<file path="config.mk">
export PLATFORM = sky130hd
export DESIGN_NAME = branch_ctrl_flat
export DESIGN_NICKNAME = d
export VERILOG_FILES = /design/src/rtl/branch_ctrl_if.sv /design/src/rtl/branch_ctrl.sv /design/src/flat_wrapper.sv
export SDC_FILE = /design/constraint.sdc
export NUM_CORES = 1
export LEC_CHECK = 0
export CAP_MARGIN = 0
export CORE_ASPECT_RATIO = 0.5
export CORE_MARGIN = 4
export CORE_UTILIZATION = 52
export DETAILED_ROUTE_END_ITERATION = 6
export GPL_TIMING_DRIVEN = 0
export PLACE_DENSITY = 0.83
export RECOVER_POWER = 50
export SLEW_MARGIN = 20
export SYNTH_ARGS = -nofsm -noshare
export SYNTH_HDL_FRONTEND = slang
export SYNTH_SLANG_ARGS = --single-unit
</file>
<file path="constraint.sdc">
create_clock -name clk -period 4.5 [get_ports clk]
set_clock_uncertainty 0.1 [all_clocks]
set_input_delay 0.45 -clock clk [delete_from_list [all_inputs] [get_ports clk]]
set_output_delay 0.45 -clock clk [all_outputs]
set_load 0.03 [all_outputs]
</file>
<file path="src/rtl/branch_ctrl_if.sv">
// Fetch-unit side bus of the branch controller: fetched word and zero flag in,
// branch strobe, decode status and counters out.
interface branch_ctrl_if;
  logic [15:0] opcode_in;
  logic        flag_z;
  logic        BR;
  logic        instr_valid;
  logic [7:0]  loop_cnt;
  logic [15:0] taken_cnt;
  logic        halted;

  modport master (
    output opcode_in, flag_z,
    input  BR, instr_valid, loop_cnt, taken_cnt, halted
  );

  modport slave (
    input  opcode_in, flag_z,
    output BR, instr_valid, loop_cnt, taken_cnt, halted
  );
endinterface

</file>
<file path="src/rtl/branch_ctrl.sv">
// Branch controller: decodes JMP/JZ/LOOP/DJNZ/HALT from the fetched word and
// strobes BR one cycle after a taken branch, while the target word is on the bus.
//
// state  | meaning
// EXEC   | opcode_in is an instruction and is decoded
// TARGET | opcode_in is a branch target word; BR = take, never decoded
// HALT   | stopped until reset; all inputs ignored
module branch_ctrl (
  input  logic         clk,
  input  logic         rst_n,
  branch_ctrl_if.slave bus
);

  typedef enum logic [1:0] {
    EXEC   = 2'd0,
    TARGET = 2'd1,
    HALT   = 2'd2
  } state_t;

  localparam logic [3:0] OP_JMP  = 4'hF;
  localparam logic [3:0] OP_JZ   = 4'hE;
  localparam logic [3:0] OP_LOOP = 4'hD;
  localparam logic [3:0] OP_DJNZ = 4'hC;
  localparam logic [3:0] OP_HALT = 4'hB;

  state_t     state;
  logic       take;
  logic [3:0] op_class;
  logic       djnz_take;

  assign op_class  = bus.opcode_in[15:12];
  // Taken only while the decremented count is still non-zero; a zero count stays put.
  assign djnz_take = (bus.loop_cnt > 8'd1);

  always_ff @(posedge clk) begin
    if (!rst_n) begin
      state           <= EXEC;
      take            <= 1'b0;
      bus.BR          <= 1'b0;
      bus.instr_valid <= 1'b1;
      bus.loop_cnt    <= 8'h00;
      bus.taken_cnt   <= 16'h0000;
      bus.halted      <= 1'b0;
    end else begin
      case (state)
        EXEC: begin
          case (op_class)
            OP_JMP: begin
              state           <= TARGET;
              take            <= 1'b1;
              bus.BR          <= 1'b1;
              bus.instr_valid <= 1'b0;
            end
            OP_JZ: begin
              state           <= TARGET;
              take            <= bus.flag_z;
              bus.BR          <= bus.flag_z;
              bus.instr_valid <= 1'b0;
            end
            OP_DJNZ: begin
              state           <= TARGET;
              take            <= djnz_take;
              bus.BR          <= djnz_take;
              bus.instr_valid <= 1'b0;
              if (bus.loop_cnt != 8'h00)
                bus.loop_cnt <= bus.loop_cnt - 8'd1;
            end
            OP_LOOP: begin
              bus.loop_cnt <= bus.opcode_in[7:0];
            end
            OP_HALT: begin
              state           <= HALT;
              bus.halted      <= 1'b1;
              bus.BR          <= 1'b0;
              bus.instr_valid <= 1'b0;
            end
            default: begin
            end
          endcase
        end
        TARGET: begin
          state           <= EXEC;
          take            <= 1'b0;
          bus.BR          <= 1'b0;
          bus.instr_valid <= 1'b1;
          if (take && bus.taken_cnt != 16'hFFFF)
            bus.taken_cnt <= bus.taken_cnt + 16'd1;
        end
        HALT: begin
          bus.BR          <= 1'b0;
          bus.instr_valid <= 1'b0;
          bus.halted      <= 1'b1;
        end
        default: begin
          state           <= EXEC;
          take            <= 1'b0;
          bus.BR          <= 1'b0;
          bus.instr_valid <= 1'b1;
          bus.halted      <= 1'b0;
        end
      endcase
    end
  end

endmodule
</file>
<file path="src/flat_wrapper.sv">
// flat-port wrapper written by rule: the top's interface ports become plain ports
module branch_ctrl_flat 
  (clk, rst_n, bus_opcode_in, bus_flag_z, bus_BR, bus_instr_valid, bus_loop_cnt, bus_taken_cnt, bus_halted);
  branch_ctrl_if bus_i ();
  input  logic clk;
  input  logic rst_n;
  input wire logic [$bits(bus_i.opcode_in)-1:0] bus_opcode_in;
  input wire logic [$bits(bus_i.flag_z)-1:0] bus_flag_z;
  output wire logic [$bits(bus_i.BR)-1:0] bus_BR;
  output wire logic [$bits(bus_i.instr_valid)-1:0] bus_instr_valid;
  output wire logic [$bits(bus_i.loop_cnt)-1:0] bus_loop_cnt;
  output wire logic [$bits(bus_i.taken_cnt)-1:0] bus_taken_cnt;
  output wire logic [$bits(bus_i.halted)-1:0] bus_halted;
  assign bus_i.opcode_in = bus_opcode_in;
  assign bus_i.flag_z = bus_flag_z;
  assign bus_BR = bus_i.BR;
  assign bus_instr_valid = bus_i.instr_valid;
  assign bus_loop_cnt = bus_i.loop_cnt;
  assign bus_taken_cnt = bus_i.taken_cnt;
  assign bus_halted = bus_i.halted;
  branch_ctrl u_core (.clk(clk), .rst_n(rst_n), .bus(bus_i));
endmodule
</file>
# After elaboration in Yosys (flattened, before gate mapping)
# Index checks and enable logic that the tools add are counted.
# op_classes
n_addsub,2
magnitude_cmp,1
n_eq_ne,13
mux,11
n_bitwise,2
reduce_logical,13
# ops
operator,count
4-bit == test (second input constant),5
16-bit by 1-bit adder with 16-bit output (second input constant),1
16-bit != test (second input constant),1
8-bit case mux with 2 select lines,1
2-bit AND reduction,5
8-bit by 1-bit > comparator with 1-bit output (second input constant),1
8-bit two-way mux,1
2-bit case mux with 2 select lines,2
8-bit nonzero test,1
8-bit by 1-bit subtractor with 8-bit output (second input constant),1
1-bit case mux with 3 select lines,2
2-bit != test (second input constant),2
4-bit != test (second input constant),1
1-bit case mux with 2 select lines,2
1-bit case mux with 4 select lines,1
4-bit nonzero test,1
4-bit OR reduction,1
3-bit != test (second input constant),1
3-bit AND reduction,1
3-bit OR reduction,1
2-bit by 1-bit == test with 1-bit output (second input constant),1
2-bit == test (second input constant),1
2-bit zero test,1
1-bit two-way mux,2
other kinds (4),5
# totals
register_bits,30
input_bits,19
out_inout_bits,27
word_cells,49

# Depth between registers and ports, before layout
# Gate-level depths: netlist of the first run.
# depth
depth_word,4
mapped_depth,7
depth_no_buf,6

# Worst setup path before layout of the first run
# Ideal clock, no wire load.
# synth_path
path_type,register to register
start,register u_core.bus.taken_cnt[0]
end,register u_core.bus.taken_cnt[13]
setup_time_ps,79
t_arrival_ps,1883
required_time_ps,4321
setup_slack_ps,2439
path_stages_with_launch,6
path_buffers,0
period_less_slack_ps,2061
path_cell_list,dfxtp_1 -> ha_1 -> nand4_2 -> or4_1 -> and4_1 -> nor3_1
# synth_between
elab_chain_len,3
word_cells_on_any_way,4
classes_between,1 x add/sub; 1 x eq/ne; 2 x reduce/logical
# synth_rtl
item,line_no,source
from (decl),branch_ctrl_if.sv:19,"output BR, instr_valid, loop_cnt, taken_cnt, halted"
from (signal assigned),branch_ctrl.sv:87,bus.taken_cnt <= bus.taken_cnt + 16'd1;
branches (longest 3 deep; another with 16-bit by 1-bit adder with 16-bit output),n/a,
# Parallel ways; which one is timed is not known.
# A chain may end at the register's enable or synchronous reset.

# Worst setup path after layout of the first run
# layout_path
start,input port bus_opcode_in[13]
end,register u_core.bus.loop_cnt[5]
# layout_between
elab_chain_len,3
word_cells_on_any_way,6
classes_between,3 x eq/ne; 1 x mux; 2 x reduce/logical
# layout_rtl
item,line_no,source
from (decl),flat_wrapper.sv:7,input wire logic [$bits(bus_i.opcode_in)-1:0] bus_opcode_in;
4-bit == test,branch_ctrl.sv:47,case (op_class)
2-bit by 1-bit != test with 1-bit output (no line) or 2-bit nonzero test (tied branches),n/a,
3-bit AND reduction (no line),n/a,
to (signal assigned),branch_ctrl.sv:66,bus.loop_cnt <= bus.loop_cnt - 8'd1;
to (signal assigned),branch_ctrl.sv:69,bus.loop_cnt <= bus.opcode_in[7:0];
to (decl),branch_ctrl_if.sv:19,
# Parallel ways exist; a longest one is shown, timed or not.

==> results.cfg, run 1 <==
[status]
status = finished clean

[synthesis]
yosysTopAreaCell = dfxtp_1
synth.area.mux_share_pct = 0.565
synth_top_family_by_area = simple AND/OR/NAND/NOR gates
yosysMostFrequentCell = dfxtp_1
synth-simple-area-share_pct = 30.2
ys_ff_latch = 30
yosys-top-cells-area = dfxtp_1 34%, a21oi_1 5.4%, o31ai_1 4.7%, nor2_1 3.6%, nand2_1 3.2%
ys_seq_area_share_pct = 33.9
netlist_instances = 205
synth-main-ff-cell = dfxtp_1
async_flop_share_pct = 0
synth_fp_nets = 228
synth_xor_area_share_pct = 0
synth_compound_area_share_pct = 26.9
syn_area_sq_um = 1770
ys_top_cells_by_count = 30 x dfxtp_1, 19 x a21oi_1, 17 x nor2_1
syn_avg_cell_area_sq_um = 8.64
synth_top_area_share_pct = 33.9
synth_warnings = 0
synthAdderAreaFrac_pct = 2.82
synth_enable_flop_cells = 0
yosysUniqueCellTypes = 53

[hold_path]
hold_path_class = flop to flop

[routing]
wl_per_cell_um = 15.8
vias_per_cell = 6.26
wl_um = 4590
drt_iter0_drc = 85
dr.pass1.iters = 4
ant_nets = 0
num_vias = 1823
route.detailed.drc = 0

[floorplan]
core_sq_um = 3140
rows = 14
die_y_um = 49.3
ios = 46
dieArea_sq_um = 4460
die_x_um = 90.6
start_util_pct = 56.5

[global_routing]
busiest_layer = met2
grt_use_total_pct = 20.6
grt_max_degree = 11
antenna_found_initial = 0
use_met2_pct = 32.8
grt_util_met3_pct = 6.32
first_global_vias = 1604
grt.overflow.total = 0
use_met1_pct = 26.4
grt_pass1_wl_um = 7530

[final_layout]
nNetsFinal = 275
fill_cells = 244
antenna_cells = 0
drive_above_1_share_pct = 8.37
areaGrowthSynthToFinish_pct = 29.7

[place]
place_ws_ns = 2.00
gp_congestion = 0.842
post-dp-hpwl_um = 3300
io_buffer_count = 40

[clock_tree]
cts_setup_buffers = 0
cts_hold_buf = 0
clk_pin_slew_worst_paths_ns = 0.06
cts_tree = built
clk_path_buf_depth = 2
htreeDepth = 2
cts_root_buf = clkbuf_8
cts.sinks = 30
cts_buffers = 5
cts_resized = 0
clk_latency_ns = 0.28

[setup_path]
critPathKind = input pin to flop
critPathCaptureType = flop
worst_setup_path_start_kind = input pin
cp.arrival_ns = 2.31
cp_max_fo = 10
cp.required_ns = 4.56

[job]
cap_violations = 0

[sta]
worst_pin_slew_ns = 0.701
max_freq_ghz = 0.443
slew-limit-headroom_pct = 52.1
finalHoldViolations = 0
whs_ns = 0.370
min_period_over_period_pct = 50.1
setup_tns_ns = 0
finalCriticalPeriod_ns = 2.25
rsz0062_at_grt = no
report.final.slew_viol_count = 0
setup_ws_ns = 2.25
setup_viol = 0

[pwr]
p_total_mw = 0.612
p_per_area_nw_per_um2 = 266
p_leak_nw = 0.889
vdd_ir_drop_max_uv = 159
critical path: stages:
cell and delay (ns):
dlygate4sd3_1 0.62, and4b_1 0.28, clkbuf_1 0.22, buf_2 0.26, a21oi_1 0.09, o311ai_4 0.28, o41ai_2 0.11
state kept, by name, summed over array words and instances, names as in the netlist:
| signal | cells |
|---|---|
| u_core.bus.taken_cnt | 16 |
| u_core.bus.loop_cnt | 8 |
| u_core.state | 2 |
| u_core.bus.BR | 1 |
| u_core.bus.halted | 1 |
| u_core.bus.instr_valid | 1 |
| u_core.take | 1 |
report_power, final:
group          internal (mW)  switching, mW  total [mW]
Combinational         0.0501         0.0676       0.118
Sequential             0.273        0.00735       0.280
Clock                  0.118         0.0967       0.214
Total                  0.441          0.172       0.612
through the flow:
stage          cell area (sq um)  util, %  cells
3_3_place_gp                2220     70.9    285
4_1_cts                     2300     73.5    291
5_1_grt                     2300     73.3    291
6_report                    2300     73.3    291
3_5_place_dp                2220     70.9    285
2_1_floorplan               1770        -    205
path summary, 6_finish.rpt:
check                     startpoint                       to  slack, ns  depth (start not counted)
max reg2reg  u_core.bus.taken_cnt[0]  u_core.bus.taken_cnt[4]       2.30                          6
max                bus_opcode_in[13]   u_core.bus.loop_cnt[5]       2.25                          7
min reg2reg        u_core.bus.halted        u_core.bus.halted       0.37                          2
min                u_core.bus.halted        u_core.bus.halted       0.37                          2
final cells by class:
type                       instances  area (sq um)  share of cell area [%]
buffer                            10          77.6                    3.38
clock buffer                       6          82.6                    3.59
inverter                           6          22.5                   0.980
multi-input combinational        159          1060                    46.3
sequential                        30           601                    26.1
tap                               40          50.0                    2.18
timing repair buffer              40           400                    17.4
routing by layer:
layer  wire length, um  part of all wire, %
met1              2100                   46
met2              2090                   45
met3               320                  7.0
met4                79                  1.7
met5                 0                    0
logic make-up (layout without fill, tap and decap cells):
family	count (synthesis)	after routing
simple gates	90	90
compound gates	64	64
flops	30	30
buf+inv	16	62
fa+ha+maj	4	4
mux	1	1
cells in the final DEF, fill, tap and decap left out, types with 3 or more instances in the layout:
master | netlist | layout
clkbuf_8 | 0 | 6
o31ai_1 | 11 | 11
nor2b_1 | 3 | 3
inv_1 | 5 | 5
clkdlybuf4s50_1 | 0 | 18
nand3_1 | 6 | 6
o21ai_0 | 8 | 8
and3_1 | 3 | 3
a211o_1 | 4 | 4
nor3_1 | 8 | 8
clkbuf_1 | 2 | 3
or4_1 | 4 | 4
nor2_1 | 17 | 17
dfxtp_1 | 30 | 30
nand2_1 | 15 | 15
dlygate4sd3_1 | 0 | 22
ha_1 | 4 | 4
nor4_1 | 3 | 3
buf_6 | 3 | 3
a21oi_1 | 19 | 19
nand2b_1 | 5 | 5
o211ai_1 | 3 | 3
or3_1 | 6 | 6
nand4_1 | 5 | 6
and4_1 | 3 | 3
No activity file was read; power rests on OpenSTA's default activity.
==> inputs of run 2 (changes only) <==
Settings changed: CORE_UTILIZATION 52 to 44, PLACE_DENSITY 0.83 to 0.75.
Clock period 4.5 ns to 1.8 ns, I/O delays scaled along.
==> run 2 against run 1 <==
Effect of this change: die area rose by 16%; final cell count up 8.2%; worst hold slack lost 0.19 ns; sequential share of layout area down 1.7 points; global-route usage decreased by 1.6 points; sequential power grew to 2.5 times the previous value; register-to-register slack worse by 2.3 ns; sequential cell count stayed put; worst setup slack worse by 2.2 ns; clock power grew 150%; power rose to 2.6 times the previous value; combinational power grew to 2.8 times the previous value; critical path type is now flop to flop; largest power group unchanged.
==> results.cfg, run 2 (synthesis gave the netlist of run 1 again) <==
[final_layout]
reg_top3 = u_core.bus.taken_cnt (16), u_core.bus.loop_cnt (8), u_core.state (2)
areaGrowthSynthToFinish_pct = 42.9
regMostFlops = u_core.bus.taken_cnt
nNetsFinal = 286
antenna_cells = 0
multi_input_area_sq_um = 1180
drive_above_1_share_pct = 23.1
largest_register_ff_count = 16
seq_area_sq_um = 619
final_cell_mix = 21 x clkdlybuf4s50_1, 19 x a21oi_1, 19 x dfxtp_1
fill_cells = 303
final_common_cell = clkdlybuf4s50_1

[pwr]
p_leak_nw = 0.964
switchingPower_mw = 0.478
p_clk_share_pct = 34.0
p_per_area_nw_per_um2 = 620
p_total_mw = 1.57
vdd_ir_drop_max_uv = 393
p_seq_share_pct = 44.6
p_int_mw = 1.09
switching_share_pct = 30.4
comb_power_share_pct = 21.3

[floorplan]
rows = 15
die_x_um = 97.7
die_y_um = 52.9
start_util_pct = 48.7
core_sq_um = 3640
ios = 46
dieArea_sq_um = 5170

[clock_tree]
cts_tree = built
cts.sinks = 30
clk_path_buf_depth = 2
htreeDepth = 2
cts_buffers = 5
cts_root_buf = clkbuf_8
clk_latency_ns = 0.28
clk_pin_slew_worst_paths_ns = 0.07
cts_hold_buf = 0

[sta]
finalHoldViolations = 0
slew-limit-headroom_pct = 60.1
max_freq_ghz = 0.566
setup_ws_ns = 0.0332
min_period_over_period_pct = 98.2
setup_viol = 0
report.final.slew_viol_count = 0
worst_pin_slew_ns = 0.599
setup_tns_ns = 0
whs_ns = 0.179
finalCriticalPeriod_ns = 1.77

[hold_path]
hold_path_class = input pin to flop
worstHoldStart = bus_opcode_in[12]

[place]
post-dp-hpwl_um = 3300
gp_congestion = 0.824
io_buffer_count = 40
place_ws_ns = -0.414

[global_routing]
antenna_found_initial = 0
first_global_vias = 1753
grt.overflow.total = 0
grt_use_total_pct = 19.0
grt_max_degree = 11
grt_pass1_wl_um = 7870

[setup_path]
cp_max_fo = 10
startpoint = u_core.state[1]
rr_startpoint = u_core.state[1]
critPathCaptureType = flop
worst_setup_path_start_kind = flop
cp.arrival_ns = 1.81
critPathKind = flop to flop
cp.required_ns = 1.85

[routing]
wl_um = 5040
vias_per_cell = 5.93
wl_per_cell_um = 16.0
ant_nets = 0
num_vias = 1869
route.detailed.drc = 0
drt_iter0_drc = 75
dr.pass1.iters = 4

[job]
cap_violations = 0

[status]
status = finished clean
## run 2: cell types whose count changed in the layout (fill, tap and decap cells not counted), moves of 4 or more
cell,previous run,this run
buf_4,1,13
dfxtp_1,30,19
dfxtp_2,0,9
o31ai_1,11,7
dlygate4sd3_1,22,14
o31ai_2,0,4
## run 2: metal layers
layer  vias to the layer above  part of all wire [%]  GRT usage, %
met5                         -                     0             0
met4                         0                  0.65          6.67
met3                         9                   6.6          6.58
met2                        73                    49          32.4
met1                       874                    44          22.6
li1                        913                     -             -
## run 2: power by group through the flow
| stage | sequential [mW] | combinational (mW) | clock [mW] |
|---|---|---|---|
| CTS | 0.699 | 0.312 | 0.547 |
| global placement | 0.712 | 0.295 | 0 |
| detailed placement | 0.713 | 0.301 | 0 |
| global route | 0.703 | 0.357 | 0.576 |
| finish | 0.701 | 0.335 | 0.534 |
| floorplan | 0.739 | 0.172 | 0 |
## run 2: through the flow
stage / instance area (sq um) / std cells / util, %
after floorplan: 1810 / 205 / -
after global placement: 2270 / 296 / 62.4
after detailed placement: 2270 / 296 / 62.4
after CTS: 2410 / 308 / 66.1
after global routing: 2530 / 315 / 69.5
final: 2530 / 315 / 69.5
## run 2: final timing paths
check                                               to  slack (ns)  cells after the start
worst max-delay path            u_core.bus.loop_cnt[4]        0.03                      5
worst min-delay path                       u_core.take        0.18                      2
worst max register to register  u_core.bus.loop_cnt[4]        0.03                      5
worst min register to register       u_core.bus.halted        0.38                      2
## run 2: area by class of cell
cell class	count	share of cell area, %
Buffer	8	2.57
Clock buffer	6	2.87
Clock inverter	2	0.395
Inverter	6	0.890
Multi-Input combinational cell	159	46.8
Sequential cell	30	24.5
Tap cell	51	2.52
Timing Repair Buffer	53	19.5
## run 2: worst max-delay path: stages, from the launching register on
cell,delay [ns]
dfxtp_1,0.31
buf_6,0.13
or4_4,0.55
clkbuf_16,0.19
o31ai_2,0.25
a21oi_1,0.10
## run 2: timing repair
action | 4_1_cts | 5_1_grt
setup buffers | 5 | 7
resized for setup | 7 | 16
setup endpoints to repair | 21 | 23
gates cloned | 0 | 1
pin swaps | 5 | 7
==> inputs of run 3 (changes only) <==
Settings changed: CORE_UTILIZATION 44 to 45, CTS_BUF_LIST set to sky130_fd_sc_hd__clkbuf_8, PLACE_DENSITY 0.75 to 0.77.
==> run 3 against run 2 <==
Effect of this change: power about the same; critical endpoint is now u_core.bus.loop_cnt[5]; highest routed layer unchanged; count of clock-buffer cells in the layout is the same; wire length decreased by 7.6%.
==> results.cfg, run 3 (synthesis gave the netlist of run 1 again) <==
[final_layout]
drive_above_1_share_pct = 19.8
antenna_cells = 0
fin_util_pct = 69.2
final_cell_mix = 36 x clkdlybuf4s50_1, 19 x a21oi_1, 19 x dfxtp_1
final_common_cell = clkdlybuf4s50_1
largest_register_ff_count = 16
final_cell_area_sq_um = 2490
nNetsFinal = 284
areaGrowthSynthToFinish_pct = 40.8
regMostFlops = u_core.bus.taken_cnt
reg_top3 = u_core.bus.taken_cnt (16), u_core.bus.loop_cnt (8), u_core.state (2)

[setup_path]
cpLargestDelayFamily = simple AND/OR/NAND/NOR gates
critical-path-slowest-cell = or4_4
critPathKind = flop to flop
crit_path_cell_trace = buf_6 > or4_4 > buf_8 > o311ai_4 > o41ai_2
cp.required_ns = 1.86
slowest_delay_ns = 0.53
worst_setup_path_start_kind = flop
critPathCaptureType = flop
cp.arrival_ns = 1.80
path_buf_inv = 2
cp_max_fo = 10

[pwr]
p_int_mw = 1.12
switchingPower_mw = 0.450
comb_power_share_pct = 20.4
vdd_ir_drop_max_uv = 315
p_per_area_nw_per_um2 = 630
p_leak_nw = 0.941
p_seq_share_pct = 44.5
p_clk_share_pct = 35.1
switching_share_pct = 28.6

[clock_tree]
clk_pin_slew_worst_paths_ns = 0.07
cts_buffers = 5
clk_path_buf_depth = 2
cts_root_buf = clkbuf_8
cts.sinks = 30
clk_latency_ns = 0.28
cts_tree = built
htreeDepth = 2

[sta]
min_period_over_period_pct = 97.0
report.final.slew_viol_count = 0
max_freq_ghz = 0.573
finalHoldViolations = 0
setup_viol = 0
setup_tns_ns = 0
finalCriticalPeriod_ns = 1.75
slew-limit-headroom_pct = 58.6
rsz0062_at_grt = yes
worst_pin_slew_ns = 0.621
setup_ws_ns = 0.0533

[routing]
dr.pass1.iters = 4
vias_per_cell = 5.80
wl_per_cell_um = 14.9
ant_nets = 0
drt_iter0_drc = 78
wl_um = 4660
route.detailed.drc = 0
num_vias = 1816

[place]
place_ws_ns = -0.409
gp_congestion = 0.836
post_dp_cell_area_sq_um = 2270
io_buffer_count = 40
post-dp-hpwl_um = 3210

[global_routing]
first_global_vias = 1686
antenna_found_initial = 0
grt_use_total_pct = 18.6
grt_pass1_wl_um = 7730
grt_max_degree = 11
grt.overflow.total = 0

[floorplan]
die_x_um = 96.7
ios = 46
core_sq_um = 3600
start_util_pct = 49.2
rows = 15
dieArea_sq_um = 5070
die_y_um = 52.4

[status]
status = finished clean

[job]
cap_violations = 0

[hold_path]
hold_path_class = input pin to flop
==> run 3: changes by cell type in the layout (fill, tap and decap cells not counted), moves of 2 or more <==
| cell | delta |
|---|---|
| clkinv_2 | -2 |
| clkdlybuf4s50_1 | +15 |
| o31ai_1 | +4 |
| dlygate4sd3_1 | -13 |
| o31ai_2 | -4 |
| clkbuf_1 | -5 |
| inv_1 | +2 |
==> run 3: timing repair <==
item / CTS / global route
setup endpoints to repair: 21 / 23
hold buffers: 0 / 0
gates resized for setup: 5 / 9
pin swaps: 5 / 3
setup buffers: 5 / 6
==> run 3: power by group through the flow <==
stage | combinational [mW] | clock, mW | sequential [mW]
floorplan | 0.172 | 0 | 0.739
detailed placement | 0.299 | 0 | 0.713
global placement | 0.295 | 0 | 0.712
CTS | 0.308 | 0.566 | 0.698
global route | 0.349 | 0.609 | 0.702
finish | 0.320 | 0.551 | 0.699
==> run 3: metal layers <==
layer	wire [um]	share of wire [%]	up-vias	track usage [%]
met3	220	4.7	6	5.18
met1	2260	49	869	23.5
met2	2140	46	35	32.3
li1	-	-	906	-
met5	0	0	-	0
met4	33	0.71	0	3.96
==> run 3: layout make-up <==
| cell class | instances | area [sq um] |
|---|---|---|
| Tap cell | 51 | 63.8 |
| Inverter | 6 | 22.5 |
| Buffer | 8 | 65.1 |
| Fill cell | 312 | 1110 |
| Sequential cell | 30 | 619 |
| Timing Repair Buffer | 51 | 483 |
| Multi-Input combinational cell | 159 | 1150 |
| Clock inverter | 2 | 7.51 |
| Clock buffer | 6 | 82.6 |
==> run 3: path summary, 6_finish.rpt <==
path	startpoint	to	slack, ns	cells after the start
max	u_core.state[1]	u_core.bus.loop_cnt[5]	0.05	5
min reg2reg	u_core.bus.halted	u_core.bus.halted	0.37	2
max reg2reg	u_core.state[1]	u_core.bus.loop_cnt[5]	0.05	5
min	bus_opcode_in[12]	u_core.take	0.17	2
==> run 3: stage by stage <==
stage          total power [mW]  cells  hold slack, ns
3_5_place_dp               1.01    296           0.367
3_3_place_gp               1.01    296           0.359
5_1_grt                    1.66    313           0.179
6_report                   1.57    313           0.167
2_1_floorplan             0.911    205           0.232
4_1_cts                    1.57    308           0.142
